**config.mk**
```make
export PLATFORM = sky130hd
export DESIGN_NAME = gpio_ctrl
export DESIGN_NICKNAME = d
export VERILOG_FILES = /design/src/rtl/gpio_ctrl_pkg.sv /design/src/rtl/gpio_dbnc.sv /design/src/rtl/gpio_ctrl.sv
export SDC_FILE = /design/constraint.sdc
export NUM_CORES = 1
export LEC_CHECK = 0
export BUFFER_PORTS_ARGS = -buffer_cell sky130_fd_sc_hd__buf_2
export CORE_ASPECT_RATIO = 2
export CORE_MARGIN = 1
export CORE_UTILIZATION = 30
export DETAILED_ROUTE_END_ITERATION = 10
export GPL_ROUTABILITY_DRIVEN = 0
export PLACE_DENSITY = 0.44
export SYNTH_ARGS = -nofsm -noshare
export SYNTH_HDL_FRONTEND = slang
export SYNTH_HIERARCHICAL = 1
export SYNTH_SLANG_ARGS = --single-unit
```
**constraint.sdc**
```tcl
create_clock -name clk_i -period 3.33 [get_ports clk_i]
set_input_delay 0.4995 -clock clk_i [delete_from_list [all_inputs] [get_ports clk_i]]
set_output_delay 0.4995 -clock clk_i [all_outputs]
set_load 0.01 [all_outputs]
```
**src/rtl/gpio_ctrl_pkg.sv**
```systemverilog
// Shared definitions for the GPIO controller: register offsets, decoded
// register enum and small bus helpers.
package gpio_ctrl_pkg;

  localparam int GpioMaxWidth = 32;

  localparam logic [11:0] OffOut       = 12'h000;
  localparam logic [11:0] OffIn        = 12'h004;
  localparam logic [11:0] OffInDbnc    = 12'h008;
  localparam logic [11:0] OffOe        = 12'h00C;
  localparam logic [11:0] OffRiseEn    = 12'h010;
  localparam logic [11:0] OffFallEn    = 12'h014;
  localparam logic [11:0] OffStatus    = 12'h018;
  localparam logic [11:0] OffOutToggle = 12'h01C;

  typedef enum logic [3:0] {
    RegOut,
    RegIn,
    RegInDbnc,
    RegOe,
    RegRiseEn,
    RegFallEn,
    RegStatus,
    RegOutToggle,
    RegNone
  } gpio_reg_e;

  // Map the decoded part of the byte address onto a register; anything else
  // is unmapped.
  function automatic gpio_reg_e decode_reg(input logic [11:0] off);
    case (off)
      OffOut:       return RegOut;
      OffIn:        return RegIn;
      OffInDbnc:    return RegInDbnc;
      OffOe:        return RegOe;
      OffRiseEn:    return RegRiseEn;
      OffFallEn:    return RegFallEn;
      OffStatus:    return RegStatus;
      OffOutToggle: return RegOutToggle;
      default:      return RegNone;
    endcase
  endfunction

  // Expand the four byte enables into a 32-bit bit mask.
  function automatic logic [31:0] byte_mask(input logic [3:0] be);
    return {{8{be[3]}}, {8{be[2]}}, {8{be[1]}}, {8{be[0]}}};
  endfunction

endpackage

```
**src/rtl/gpio_dbnc.sv**
```systemverilog
// One-bit debouncer: the output follows the synchronised input only after
// the input has differed from the output for DbncCount consecutive cycles.
module gpio_dbnc #(
  parameter int DbncCount = 500
) (
  input  logic clk_i,
  input  logic rst_ni,
  input  logic sync,
  output logic dbnc
);

  localparam int CntW = $clog2(DbncCount + 1);

  logic [CntW-1:0] cnt;

  // Count cycles of disagreement; any agreement restarts the count, so a
  // glitch shorter than DbncCount never reaches the output.
  // NOTE: sequential state uses non-blocking assignments so every flop
  // samples pre-edge values regardless of statement order.
  always_ff @(posedge clk_i or negedge rst_ni) begin
    if (!rst_ni) begin
      cnt  <= '0;
      dbnc <= 1'b0;
    end else if (sync == dbnc) begin
      cnt <= '0;
    end else if (cnt == CntW'(DbncCount - 1)) begin
      cnt  <= '0;
      dbnc <= sync;
    end else begin
      cnt <= cnt + 1'b1;
    end
  end

endmodule

```
**src/rtl/gpio_ctrl.sv**
```systemverilog
// GPIO controller: pad output/enable registers, synchronised and debounced
// inputs, edge-triggered W1C status with a registered level interrupt, and
// a single-cycle-response device bus slave.
module gpio_ctrl
  import gpio_ctrl_pkg::*;
#(
  parameter int Width     = 16,
  parameter int DbncCount = 500
) (
  input  logic             clk_i,
  input  logic             rst_ni,
  input  logic             device_req_i,
  input  logic [31:0]      device_addr_i,
  input  logic             device_we_i,
  input  logic [3:0]       device_be_i,
  input  logic [31:0]      device_wdata_i,
  output logic             device_rvalid_o,
  output logic [31:0]      device_rdata_o,
  input  logic [Width-1:0] gp_i,
  output logic [Width-1:0] gp_o,
  output logic [Width-1:0] gp_oe_o,
  output logic             irq_o
);

  logic [Width-1:0] sync_meta, sync, dbnc, dbnc_q;
  logic [Width-1:0] out_q, oe_q, rise_en, fall_en, status;
  logic [Width-1:0] rise, fall, status_set, status_clr;
  logic [Width-1:0] wr_bits, be_bits;
  logic [31:0]      be_mask32, wr_data32;
  logic [GpioMaxWidth-1:0] rd_val;
  logic             wr;
  gpio_reg_e        reg_sel;

  // Address bits above the 4 KiB window and write-data bits above Width are
  // intentionally ignored.
  logic unused_bus;
  assign unused_bus = ^{device_addr_i[31:12], wr_data32, be_mask32};

  assign reg_sel   = decode_reg(device_addr_i[11:0]);
  assign wr        = device_req_i & device_we_i;
  assign be_mask32 = byte_mask(device_be_i);
  assign wr_data32 = device_wdata_i & be_mask32;
  assign be_bits   = be_mask32[Width-1:0];
  assign wr_bits   = wr_data32[Width-1:0];

  assign rise       = dbnc & ~dbnc_q;
  assign fall       = ~dbnc & dbnc_q;
  assign status_set = (rise & rise_en) | (fall & fall_en);
  assign status_clr = (wr && reg_sel == RegStatus) ? wr_bits : '0;

  // Two-flop synchroniser for the asynchronous pads, then the edge-detect
  // delay flop behind the debouncers.
  always_ff @(posedge clk_i or negedge rst_ni) begin
    if (!rst_ni) begin
      sync_meta <= '0;
      sync      <= '0;
      dbnc_q    <= '0;
    end else begin
      sync_meta <= gp_i;
      sync      <= sync_meta;
      dbnc_q    <= dbnc;
    end
  end

  for (genvar i = 0; i < Width; i++) begin : g_dbnc
    gpio_dbnc #(
      .DbncCount(DbncCount)
    ) u_dbnc (
      .clk_i (clk_i),
      .rst_ni(rst_ni),
      .sync  (sync[i]),
      .dbnc  (dbnc[i])
    );
  end

  // Software-writable control registers; writes land on the request edge.
  always_ff @(posedge clk_i or negedge rst_ni) begin
    if (!rst_ni) begin
      out_q   <= '0;
      oe_q    <= '0;
      rise_en <= '0;
      fall_en <= '0;
    end else if (wr) begin
      case (reg_sel)
        RegOut:       out_q   <= (out_q & ~be_bits) | wr_bits;
        RegOutToggle: out_q   <= out_q ^ wr_bits;
        RegOe:        oe_q    <= (oe_q & ~be_bits) | wr_bits;
        RegRiseEn:    rise_en <= (rise_en & ~be_bits) | wr_bits;
        RegFallEn:    fall_en <= (fall_en & ~be_bits) | wr_bits;
        default:      ;
      endcase
    end
  end

  // Sticky edge status: set has priority over a simultaneous W1C clear;
  // the interrupt is a registered OR so no bus path reaches irq_o.
  always_ff @(posedge clk_i or negedge rst_ni) begin
    if (!rst_ni) begin
      status <= '0;
      irq_o  <= 1'b0;
    end else begin
      status <= (status & ~status_clr) | status_set;
      irq_o  <= |status;
    end
  end

  // Read mux, zero-extended to the bus width.
  // NOTE: the default assignment up front keeps every path assigned so no
  // latch is inferred for unmapped or write-only offsets.
  always_comb begin
    rd_val = '0;
    case (reg_sel)
      RegOut:    rd_val[Width-1:0] = out_q;
      RegIn:     rd_val[Width-1:0] = sync;
      RegInDbnc: rd_val[Width-1:0] = dbnc;
      RegOe:     rd_val[Width-1:0] = oe_q;
      RegRiseEn: rd_val[Width-1:0] = rise_en;
      RegFallEn: rd_val[Width-1:0] = fall_en;
      RegStatus: rd_val[Width-1:0] = status;
      default:   ;
    endcase
  end

  // Response one cycle after every request; write responses carry zero and
  // idle cycles hold the last read data.
  always_ff @(posedge clk_i or negedge rst_ni) begin
    if (!rst_ni) begin
      device_rvalid_o <= 1'b0;
      device_rdata_o  <= '0;
    end else begin
      device_rvalid_o <= device_req_i;
      if (device_req_i) begin
        device_rdata_o <= device_we_i ? '0 : rd_val;
      end
    end
  end

  assign gp_o    = out_q;
  assign gp_oe_o = oe_q;

endmodule

```
==> reports/metrics.csv, run 1 <==
metric,value,unit
clock tree buffer depth,3,
skew final,18.5,ps
fraction of the yosys area taken by sequential cells,48.5,%
DP HPWL,30400,um
total of hold buffers inserted after clock tree synthesis,16,
hold-critical path depth,1,
number of setup buffers added after CTS,0,
Yosys top cell area share,48.5,%
final worst-path cycle share,54.3,%
arrival time at the worst endpoint,2280,ps
post-CTS resize count,0,
Sinks on Clock Net,306,
startpoint type of the worst setup path,input port,
total iterations of the first detailed-routing run,4,
mean instance size in the synthesized netlist,10.4,um2
number of unique standard cell types used by synthesis,56,
number of antenna violations at the first check in global routing,4,
clock tree from TritonCTS,built,
synth warn,6,
initial standard-cell utilization of the core,30.5,%
Final TNS setup,0,ps
#FFs+latches synth,306,
number of antenna cells inserted,0,
number of nets in the finished design,1731,
unrepaired setup endpoints after global routing,false,
cell with the most instances after synthesis,sky130_fd_sc_hd__dfrtp_1,
total number of vias,11740,
violation count after the first detailed-route iteration,526,
depth of the most critical reg-to-reg path,4,
Relative slew margins,54.0,%
Final setup violation count,0,
Final min period,1810,ps
GR Overflow Total,0,
Syn-to-layout area delta,15.5,%
Synth top cells by count,"sky130_fd_sc_hd__dfrtp_1, sky130_fd_sc_hd__o21ai_0, sky130_fd_sc_hd__nand2_1, sky130_fd_sc_hd__inv_1, sky130_fd_sc_hd__nand3_1",
H-tree lvl count,1,
standard-cell rows,118,
via count of the first global-routing pass,12122,
total count of max-transition violations in the final report,0,
worst hold slack,44.1,ps
GRT Total Usage,16.4,%
number of port buffers,99,
count of flip-flops with a built-in enable after synthesis,0,
worst vdd rail ir drop,361,uV
detail-routed net length per standard cell,18.4,um
kind of end point of the critical path,flop,
transition at the pin with the smallest max-transition slack,684,ps
Min-Delay Path Class,in -> reg,
"area leader, netlist",sky130_fd_sc_hd__dfrtp_1,
remaining routing DRC violations,0,
largest fanout on the critical path,7,
average via count per standard cell,5.08,
Root Driver,sky130_fd_sc_hd__clkbuf_16,
core footprint,0.0518,mm2
number of buffers inserted during clock tree synthesis,30,
number of cells produced by synthesis,1518,
power density of the placed cells,441,mW/mm2
chip width,164,um
Fin. Hold Viols,0,
required time of the critical path,3800,ps
leakage,8.00,nW
die outline area,0.0536,mm2
worst slack at placement,919,ps
Top Ports,154,
cell types with the largest area share after synthesis,"sky130_fd_sc_hd__dfrtp_1, sky130_fd_sc_hd__o21ai_0, sky130_fd_sc_hd__mux2_2, sky130_fd_sc_hd__nand2_1, sky130_fd_sc_hd__nand3_1",
status,"finished, final reports clean",
upper clock frequency limit,553,MHz
final antenna-violating net count,0,
Post-Place Cells,2239,
fraction of final layout cells sized beyond drive strength 1,17.6,%
number of max-cap violations,0,
Non-Filler Instances,2310,
clock insertion delay at the later pin of the skew report,590,ps
kind of critical path,in -> reg,
clock transition at the registers of the reported paths,70,ps
first-pass GRT wire length,68500,um
cell area after technology mapping,0.0158,mm2
pin count of the biggest net entering global routing,78,
DRT Wirelength,42500,um
fraction of synthesis flops using an asynchronous set or reset pin,100,%
flip-flop cell with the highest count after synthesis,sky130_fd_sc_hd__dfrtp_1,
minimum setup slack in the final design,1520,ps
y dimension of the die,326,um
-- per-stage QoR --
step                      instance area (um2)  power, mW  util [%]
after floorplan                         15800       4.17         -
after global routing                    18200       8.38      35.2
after CTS                               18200       8.21      35.2
after global placement                  17000       4.40      32.8
final                                   18200       8.05      35.2
after detailed placement                17000       4.40      32.8
-- kinds of logic (layout without fill, tap and decap cells) --
logic type                 after synthesis  in the layout  share of synthesized area (%)
buffers and inverters                  159            276                           4.52
AOI/OAI and AO/OA                      353            353                           15.1
xor gates and xnor gates                56             56                           3.11
muxes                                  101            101                           6.94
other                                    1             16                         0.0238
DFF                                    306            306                           48.5
adders and majority gates               16             16                           1.27
and+or+nand+nor                        526            526                           20.5
-- routing by layer --
layer,global-route usage (%),routed length [um]
met2,29.4,22100
met4,5.48,1210
met1,19.7,17400
met3,2.43,1680
met5,0,48
-- placed cells by master, fill, tap and decap left out, types with 19 or more instances in the layout --
master,count
sky130_fd_sc_hd__nor2b_1,52
sky130_fd_sc_hd__nand2b_1,35
sky130_fd_sc_hd__mux2i_1,34
sky130_fd_sc_hd__xor2_1,40
sky130_fd_sc_hd__dfrtp_1,306
sky130_fd_sc_hd__a31oi_1,19
sky130_fd_sc_hd__buf_4,24
sky130_fd_sc_hd__o21ai_0,116
sky130_fd_sc_hd__buf_2,98
sky130_fd_sc_hd__clkbuf_16,31
sky130_fd_sc_hd__mux2_2,51
sky130_fd_sc_hd__nand3_1,77
sky130_fd_sc_hd__a21oi_1,73
sky130_fd_sc_hd__nand4_1,19
sky130_fd_sc_hd__inv_1,78
sky130_fd_sc_hd__or3_1,51
sky130_fd_sc_hd__nand4b_1,21
sky130_fd_sc_hd__nor2_1,62
sky130_fd_sc_hd__nand2_1,108
-- critical path, cell delays in order --
cell	delay [ps]
sky130_fd_sc_hd__buf_2	110
sky130_fd_sc_hd__or4_4	600
sky130_fd_sc_hd__nor4_4	520
sky130_fd_sc_hd__buf_4	270
sky130_fd_sc_hd__nand3_1	90
sky130_fd_sc_hd__a21o_1	180
-- cell type report --
class,count,area [um2]
fill,5241,33600
sequential,306,7660
multi-input combinational,1068,7470
clock buffer,45,938
timing repair buffer,143,926
tap,660,826
inverter,78,293
clock inverter,10,125
-- where the power goes --
part / total, mW / switching [mW] / internal [mW]
clock network: 3.71 / 1.55 / 2.17
registers: 3.86 / 0.0814 / 3.78
logic: 0.472 / 0.314 / 0.158
total: 8.05 / 1.94 / 6.11
-- final timing paths --
| check | start | end | slack [ps] |
|---|---|---|---|
| worst max-delay path | device_addr_i[7] | status[11] | 1520 |
| worst min-delay path | gp_i[14] | sync_meta[14] | 40 |
| worst max register to register | g_dbnc[9].u_dbnc/cnt[0] | g_dbnc[9].u_dbnc/dbnc | 1880 |
| worst min register to register | sync_meta[9] | sync[9] | 350 |
| max in group asynchronous | rst_ni | g_dbnc[10].u_dbnc/cnt[5] | 1970 |
| min in group asynchronous | rst_ni | g_dbnc[6].u_dbnc/cnt[7] | 490 |
Note: power is estimated with default switching activity, not from simulation.
==> inputs of run 2 (changes only) <==
--- a/config.mk
+++ b/config.mk
@@ -5,6 +5,7 @@
 export SDC_FILE = /design/constraint.sdc
 export NUM_CORES = 1
 export LEC_CHECK = 0
+export ABC_AREA = 1
 export BUFFER_PORTS_ARGS = -buffer_cell sky130_fd_sc_hd__buf_2
 export CORE_ASPECT_RATIO = 2
 export CORE_MARGIN = 1
==> constraint.sdc (replaced) <==
create_clock -name clk_i -period 1.71 [get_ports clk_i]
set_input_delay 0.2565 -clock clk_i [delete_from_list [all_inputs] [get_ports clk_i]]
set_output_delay 0.2565 -clock clk_i [all_outputs]
set_load 0.01 [all_outputs]
==> run 2 against run 1 <==
Hold slack hardly changed. Sequential share of layout area is 0.94 points lower. First-iteration DRC count is 4.9% higher. Clock-buffer cell count is 5 higher. Synthesized cell count is 20% higher. Combinational power is 91% higher. Sequential power is 94% higher. Utilization is 1.3 points higher. Die area is 1.1% lower. Register-to-register slack worse by 1500 ps.
==> reports/metrics.csv, run 2 <==
metric,value,unit,change
status,"finished, final reports clean",,
first-pass GRT wire length,69200,um,+0.93%
final antenna-violating net count,0,,unchanged
most common library cell in the layout ignoring fill and taps,sky130_fd_sc_hd__nand2_1,,
kind of end point of the critical path,flop,,
power density of the placed cells,846,mW/mm2,+92%
fraction of the yosys area taken by sequential cells,49.1,%,+0.56 points
clock insertion delay at the later pin of the skew report,540,ps,-50 ps
final worst-path cycle share,87.7,%,
upper clock frequency limit,667,MHz,
flip-flop cell with the highest count after synthesis,sky130_fd_sc_hd__dfrtp_1,,
end of the worst register-to-register path,g_dbnc[6].u_dbnc/cnt[2],,
leakage,9.02,nW,+13%
number of setup buffers added after CTS,0,,unchanged
mean instance size in the synthesized netlist,8.55,um2,-18%
clock tree buffer depth,3,,unchanged
GRT Total Usage,16.8,%,+0.42 points
Yosys top cell area share,49.1,%,+0.56 points
number of antenna cells inserted,0,,unchanged
y dimension of the die,325,um,-0.57%
required time of the critical path,2110,ps,-1690 ps
DRT Wirelength,42900,um,+0.96%
critical path launch point,device_req_i,,
total count of max-transition violations in the final report,0,,unchanged
synth warn,6,,unchanged
average via count per standard cell,4.63,,-8.9%
number of antenna violations at the first check in global routing,1,,-3
number of max-cap violations,0,,unchanged
power after layout,15.8,mW,+96%
number of port buffers,99,,unchanged
detail-routed net length per standard cell,16.0,um,-13%
violation count after the first detailed-route iteration,552,,+4.9%
skew final,16.7,ps,-1.76 ps
area of the multi-input gates,0.00706,mm2,-5.5%
count of flip-flops with a built-in enable after synthesis,0,,unchanged
worst slack at placement,-183,ps,-1100 ps
total number of vias,12414,,+5.7%
die outline area,0.0530,mm2,-1.1%
sequential cell area,0.00766,mm2,unchanged
initial standard-cell utilization of the core,30.5,%,+0.084 points
cell with the most instances after synthesis,sky130_fd_sc_hd__nand2_1,,
worst hold slack,44.4,ps,+0.288 ps
arrival time at the worst endpoint,1900,ps,-380 ps
Post-Place Cells,2604,,+16%
Top Ports,154,,unchanged
cell types with the largest area share after synthesis,"sky130_fd_sc_hd__dfrtp_1, sky130_fd_sc_hd__nand2_1, sky130_fd_sc_hd__nor2_1, sky130_fd_sc_hd__nand3_1, sky130_fd_sc_hd__inv_1",,
Non-Filler Instances,2682,,+16%
worst vdd rail ir drop,522,uV,+44%
Syn-to-layout area delta,19.5,%,
Final min period,1500,ps,
GR Overflow Total,0,,unchanged
DP HPWL,32200,um,+5.8%
number of unique standard cell types used by synthesis,41,,-27%
standard-cell rows,117,,-0.85%
total iterations of the first detailed-routing run,5,,+1
Final setup violation count,0,,unchanged
critical register-to-register path startpoint,g_dbnc[6].u_dbnc/cnt[0],,
Sinks on Clock Net,306,,unchanged
cell area after technology mapping,0.0156,mm2,-1.1%
R2R setup slack,380,ps,-1500 ps
kind of critical path,in -> reg,,
core footprint,0.0511,mm2,-1.4%
Min-Delay Path Class,in -> reg,,
via count of the first global-routing pass,12722,,+4.9%
clock tree from TritonCTS,built,,
depth of the most critical reg-to-reg path,6,,+2
H-tree lvl count,2,,+1
number of cells produced by synthesis,1826,,+20%
number of nets in the finished design,2108,,+22%
Synth top cells by count,"sky130_fd_sc_hd__nand2_1, sky130_fd_sc_hd__dfrtp_1, sky130_fd_sc_hd__nor2_1, sky130_fd_sc_hd__nand3_1, sky130_fd_sc_hd__inv_1",,
pin count of the biggest net entering global routing,49,,-37%
chip width,163,um,-0.57%
startpoint type of the worst setup path,input port,,
clock transition at the registers of the reported paths,60,ps,about the same
layout filler cell count,5209,,-0.61%
remaining routing DRC violations,0,,unchanged
Fin. Hold Viols,0,,unchanged
#FFs+latches synth,306,,unchanged
minimum setup slack in the final design,210,ps,-1310 ps
largest fanout on the critical path,16,,+9
Critical Path End,status[0],,
unrepaired setup endpoints after global routing,false,,
fraction of synthesis flops using an asynchronous set or reset pin,100,%,unchanged
fraction of final layout cells sized beyond drive strength 1,20.1,%,+2.5 points
number of buffers inserted during clock tree synthesis,34,,+13%
"commonest cells after routing, fill and taps aside","sky130_fd_sc_hd__nand2_1, sky130_fd_sc_hd__dfrtp_1, sky130_fd_sc_hd__nor2_1",,
Root Driver,sky130_fd_sc_hd__clkbuf_16,,
"area leader, netlist",sky130_fd_sc_hd__dfrtp_1,,
==> run 2: changes by cell type after synthesis, sizes merged, moves of 18 or more <==
| cell | delta |
|---|---|
| o21ai | -50 |
| nor2b | -52 |
| inv | +94 |
| nor2 | +221 |
| nand4b | -21 |
| buf | -24 |
| a31oi | -18 |
| mux2 | -67 |
| nand2b | -35 |
| mux2i | -34 |
| nand3 | +107 |
| or3 | -51 |
| nand2 | +360 |
==> run 2: area by class of cell <==
| class | count | area share [%] |
|---|---|---|
| flip-flops and latches | 306 | 41.0 |
| multi-input cells | 1307 | 37.8 |
| inverters | 174 | 3.51 |
| clock buffers | 50 | 5.32 |
| well taps | 654 | 4.39 |
| clock inverters | 10 | 0.590 |
| repair buffers | 181 | 7.32 |
==> run 2: critical path, cell delays in order <==
cell and delay [ps]:
sky130_fd_sc_hd__dlygate4sd3_1 520, sky130_fd_sc_hd__buf_2 130, sky130_fd_sc_hd__nand2_1 170, sky130_fd_sc_hd__inv_1 140
sky130_fd_sc_hd__nand4_1 100, sky130_fd_sc_hd__buf_4 250, sky130_fd_sc_hd__o21ai_0 200, sky130_fd_sc_hd__o211ai_1 130
==> run 2: power by group <==
group          internal (mW)  switching [mW]
logic                  0.318           0.586
clock network           4.34            3.05
registers               7.38           0.128
==> run 2: worst min path at each step <==
stage / endpoint / cells after the start / slack (ps) / startpoint
2_1_floorplan: async pin / 0 / -40 / rst_ni
3_3_place_gp: sync[7] / 1 / 220 / rst_ni
3_5_place_dp: sync[7] / 1 / 210 / rst_ni
4_1_cts: flop / 3 / 20 / device_wdata_i[13]
5_1_grt: flop / 3 / 50 / device_wdata_i[13]
6_report: flop / 3 / 40 / device_wdata_i[13]
==> run 2: what timing repair did <==
action	in CTS	in global routing
gates resized for setup	0	0
endpoints found under the hold margin	54	0
hold buffers	18	0
setup endpoints to repair	0	0
==> run 2: layer usage <==
metal | vias to the layer above | GRT usage [%] | routed length [um]
met5 | - | 0 | 9
met4 | 2 | 7.58 | 1900
met3 | 89 | 2.71 | 1840
met2 | 249 | 30.8 | 22600
met1 | 5890 | 18.6 | 16500
li1 | 6184 | - | -
==> run 2: cell families after synthesis <==
kind of cell	after synthesis	synth area share [%]
buffers and inverters	228	6.20
adder cells (fa/ha/maj)	16	1.28
other	1	0.0240
flip-flops	306	49.1
XOR/XNOR	80	5.26
AO/OA/AOI/OAI	178	7.45
AND/OR/NAND/NOR	1017	30.7
==> run 2: per-stage QoR <==
stage / utilization, % / instance area, um2 / TNS [ps]
floorplan: - / 15700 / 0
global placement: 34.0 / 17400 / -7580
detailed placement: 34.0 / 17400 / -9610
CTS: 36.5 / 18700 / 0
global route: 36.5 / 18700 / 0
finish: 36.5 / 18700 / 0
